`src/rtl/mem_access_ctrl.sv`:
```
// Initiator-side controller for the 512x8 RAM: one load/store at a time, alignment
// checking, stale-complete masking, timeout, and zero/sign-extended load data.
module mem_access_ctrl #(
    parameter int MIN_WAIT = 1,
    parameter int TIMEOUT  = 16
) (
    input  logic        Clk,
    input  logic        Reset,
    input  logic        req,
    input  logic        rw,
    input  logic [8:0]  addr,
    input  logic [1:0]  size,
    input  logic        signedLoad,
    input  logic [31:0] wdata,
    output logic        busy,
    output logic        done,
    output logic        err,
    output logic [31:0] rdata,
    output logic        memFuncActive,
    output logic        readWrite,
    output logic [8:0]  address,
    output logic [31:0] memDataOut,
    output logic [1:0]  dataSize,
    input  logic        memFuncComplete,
    input  logic [31:0] memDataIn
);
    // state | meaning
    // IDLE  | RAM idle, req sampled and alignment checked
    // WAIT  | memFuncActive high, counting edges until complete or timeout
    // DONE  | one-cycle memFuncActive low gap, done/err visible

    localparam int CW = $clog2(TIMEOUT + 1);

    typedef enum logic [1:0] {IDLE, WAIT, DONE} stateType;

    stateType      state;
    logic [CW-1:0] waitCnt;
    logic [CW-1:0] waitNext;
    logic          signedFlag;
    logic          misaligned;
    logic          accept;
    logic [31:0]   loadData;

    // waitNext is k, the index of the WAIT edge currently being evaluated
    assign waitNext = waitCnt + CW'(1);
    assign accept   = memFuncComplete && (waitNext >= CW'(MIN_WAIT));

    always_comb begin
        misaligned = 1'b0;
        case (size)
            2'b11:   misaligned = (addr[1:0] != 2'b00);
            2'b01:   misaligned = addr[0];
            2'b10:   misaligned = 1'b1;
            default: misaligned = 1'b0;
        endcase
    end

    always_comb begin
        loadData = '0;
        case (dataSize)
            2'b11:   loadData = memDataIn;
            2'b01:   loadData = {{16{signedFlag & memDataIn[15]}}, memDataIn[15:0]};
            default: loadData = {{24{signedFlag & memDataIn[7]}}, memDataIn[7:0]};
        endcase
    end

    always_ff @(posedge Clk) begin
        if (Reset) begin
            state         <= IDLE;
            waitCnt       <= '0;
            signedFlag    <= 1'b0;
            busy          <= 1'b0;
            done          <= 1'b0;
            err           <= 1'b0;
            rdata         <= '0;
            memFuncActive <= 1'b0;
            readWrite     <= 1'b0;
            address       <= '0;
            memDataOut    <= '0;
            dataSize      <= '0;
        end else begin
            case (state)
                IDLE: begin
                    done          <= 1'b0;
                    err           <= 1'b0;
                    busy          <= 1'b0;
                    memFuncActive <= 1'b0;
                    if (req) begin
                        if (misaligned) begin
                            err <= 1'b1;
                        end else begin
                            readWrite     <= rw;
                            address       <= addr;
                            dataSize      <= size;
                            memDataOut    <= wdata;
                            signedFlag    <= signedLoad;
                            memFuncActive <= 1'b1;
                            busy          <= 1'b1;
                            waitCnt       <= '0;
                            state         <= WAIT;
                        end
                    end
                end
                WAIT: begin
                    waitCnt <= waitNext;
                    // complete takes priority over a timeout landing on the same edge
                    if (accept) begin
                        if (!readWrite) rdata <= loadData;
                        memFuncActive <= 1'b0;
                        done          <= 1'b1;
                        state         <= DONE;
                    end else if (waitNext == CW'(TIMEOUT)) begin
                        memFuncActive <= 1'b0;
                        done          <= 1'b1;
                        err           <= 1'b1;
                        state         <= DONE;
                    end
                end
                DONE: begin
                    done  <= 1'b0;
                    err   <= 1'b0;
                    busy  <= 1'b0;
                    state <= IDLE;
                end
                default: state <= IDLE;
            endcase
        end
    end
endmodule

```
`config.mk`:
```
export PLATFORM = sky130hd
export DESIGN_NAME = mem_access_ctrl
export DESIGN_NICKNAME = d
export VERILOG_FILES = /design/src/rtl/mem_access_ctrl.sv
export SDC_FILE = /design/constraint.sdc
export NUM_CORES = 1
export LEC_CHECK = 0
export ABC_AREA = 1
export CAP_MARGIN = 20
export CELL_PAD_IN_SITES_DETAIL_PLACEMENT = 1
export CELL_PAD_IN_SITES_GLOBAL_PLACEMENT = 2
export CORE_MARGIN = 5
export CORE_UTILIZATION = 22
export CTS_CLUSTER_SIZE = 20
export DETAILED_ROUTE_END_ITERATION = 10
export GPL_ROUTABILITY_DRIVEN = 0
export PLACE_DENSITY = 0.83
export SLEW_MARGIN = 15
export SYNTH_ARGS = -nofsm -noshare
export SYNTH_HDL_FRONTEND = slang
export SYNTH_SLANG_ARGS = --single-unit
```
`constraint.sdc`:
```
create_clock -name Clk -period 2 [get_ports Clk]
set_input_delay 0.4 -clock Clk [delete_from_list [all_inputs] [get_ports Clk]]
set_output_delay 0.4 -clock Clk [all_outputs]
set_load 0.05 [all_outputs]
```
==> metrics.cfg, run 1 <==
[status]
status=finished, final reports clean

[finish]
layout_commonest_cell=clkdlybuf4s50_1
final_cell_mix=clkdlybuf4s50_1, nand2_1, nor2_1
fin_cells=890
n_antenna_cell=0
drive_above_1_share_pct=12.8
nets=754
area_growth_pct=61.0
fillers=2003

[floorplan]
die_height_um=140
die_w_um=140
coreArea_um2=16600
dieArea_um2=19700
fp-row-count=47
ios=161
start_util_pct=22.4

[sta]
fin_skew_ps=10.1
fin_setup_tns_ps=0
period_minus_slack_ps=1930
setup_viol=0
rsz0062_at_grt=no
drv_slew=0
finalHoldViolCount=0
fin_ws_ps=70.2
worst_pin_slew_ps=570
fin_crit_sh_pct=96.5
max_slew_margin_pct=62.0
fmax_mhz=518

[route]
dr.pass1.iters=4
viasPerCell=4.35
wl_met1_mm=6.02
wl_met3_mm=1.25
antenna_left=0
top_layer_used=met4
drc=0
drt_wl_total_mm=14.3
wl_met2_mm=6.90
wl_per_cell_um=16.1
vias=3870
drt_iter0_markers=123

[power_and_ir_drop]
p_switching_uw=1600
p_sw_share_pct=33.5
clkPwrFrac_pct=32.6
power_frac_comb_pct=26.7
irDropWorstVdd_v=0.000421
seq_power_share_pct=40.7
leakage_uw=0.00240
p_int_uw=3180
p_per_area_nw_per_um2=796

[clock_tree]
cts_max_level=3
cts_buffers=9
root_buffer=clkbuf_16
cts.path.max_buffers=2
cts_tree=done
insertion_delay_ps=340
hold_buffers=0
cts.sinks=88
clk_pin_slew_ps=70

[logic_synthesis]
ys_warn_count=0
netlist_area_um2=3730
ys_seq_area_share_pct=47.2
yosys.area.top_type=dfxtp_1
synthCells=502
synthesis.nets=590
synth_seq_cells=88
synth_cell_types=29
yosys-top-cells-area=dfxtp_1, nand2_1, nor2_1, o21ai_0, a21oi_1
syn_area_per_cell_um2=7.43
synth_top_area_share_pct=47.2

[setup_path]
cp-end-kind=output port
crit_slowest_cell=clkdlybuf4s50_1
worstPathCellList=clkdlybuf4s50_1
critPathArrivalTime_ps=1530
critPathRequiredTime_ps=1600
path_max_fanout=2
criticalPathCategory=flip-flop to output port
critical_path_buf_inv_count=1
critPathTopFamily=buffers and inverters
startpoint_type=flip-flop
max_stage_delay_ps=830

[hold_path]
hold_path_class=flip-flop to flip-flop

[global_route]
grt_pass1_wl_mm=22.8
grt_usage_pct=14.5
antenna_found_initial=0
grt_pass1_vias=4265
grt_overflow=0
grt_max_degree=41

[run]
cap_violations=0

[place]
place_ws_ps=-114
hpwl_mm=9.90
io_buffer_count=160
place_inst=867

## worst paths after layout
kind / start / to / slack (ps) / cells after the start
worst max-delay path: rdata[9] / rdata[9] / 70 / 1
worst min-delay path: rdata[20] / rdata[20] / 470 / 2
worst max register to register: waitCnt[1] / rdata[7] / 120 / 11
worst min register to register: rdata[20] / rdata[20] / 470 / 2
## synth_stat cells
master / number
nand2_1: 119
nor2_1: 97
dfxtp_1: 88
o21ai_0: 44
a21oi_1: 35
nand3_1: 21
clkbuf_1: 17
inv_1: 14
a21oi_2: 10
nand2_2: 10
ha_1: 7
inv_2: 7
buf_2: 6
buf_6: 4
buf_4: 3
nand4_1: 3
o21ai_1: 3
buf_1: 2
nand3_2: 2
a22oi_1: 1
a31oi_2: 1
nand2_4: 1
nand3_4: 1
nand4_4: 1
nor2_2: 1
nor2_4: 1
nor2_8: 1
nor4_1: 1
or2_2: 1
## cell families (layout without fill, tap and decap cells)
family | Yosys count | in the layout | synth area share [%]
and+or+nand+nor | 260 | 262 | 29.9
buffers and inverters | 53 | 219 | 6.64
DFF | 88 | 88 | 47.2
AOI/OAI and AO/OA | 94 | 94 | 13.9
adders and majority gates | 7 | 7 | 2.35
## state kept, by name, summed over array words and instances (netlist names)
register and flops:
memDataOut 32, rdata 32, address 9, waitCnt 5
dataSize 2, state 2, busy 1, done 1
err 1, memFuncActive 1, readWrite 1, signedFlag 1
## stage by stage
stage | util, % | hold slack [ps] | power [µW] | instance area (µm²)
detailed placement | 33.7 | 460 | 3230 | 5600
CTS | 35.8 | 469 | 4870 | 5960
floorplan | - | 467 | 2690 | 3730
finish | 36.1 | 465 | 4790 | 6010
global placement | 33.7 | 455 | 3210 | 5600
global route | 36.1 | 485 | 5040 | 6010
## what timing repair did
action | 4_1_cts | 5_1_grt
cloned | 2 | 0
pin swaps | 2 | 2
resized for setup | 1 | 6
setup endpoints to repair | 32 | 34
buffers inserted | 4 | 2
## power by group through the flow
stage | registers (µW) | clock network (µW) | logic [µW]
2_1_floorplan | 2340 | 0 | 349
3_3_place_gp | 1980 | 0 | 1230
3_5_place_dp | 1980 | 0 | 1250
4_1_cts | 1950 | 1630 | 1290
5_1_grt | 1960 | 1700 | 1380
6_report | 1950 | 1560 | 1280
## layout make-up
cell class	instances	area, µm²	area share [%]
Clock buffer	9	225	3.75
Clock inverter	6	36.3	0.604
Inverter	21	78.8	1.31
Multi-Input combinational cell	363	1780	29.6
Sequential cell	88	1770	29.4
Tap cell	220	275	4.58
Timing Repair Buffer	183	1850	30.7
## metal layers
metal	GRT usage, %	vias to the layer above
met1	16.8	1809
met2	24.4	118
met5	0	-
li1	-	1931
met3	6.65	12
met4	3.77	0
No activity file was read; power rests on OpenSTA's default activity.
==> run 2: changes to the inputs <==
- CAP_MARGIN: 20 -> not set
==> results of run 2 <==
Same layout as run 1: the final DEF is identical, and so are final timing and power.
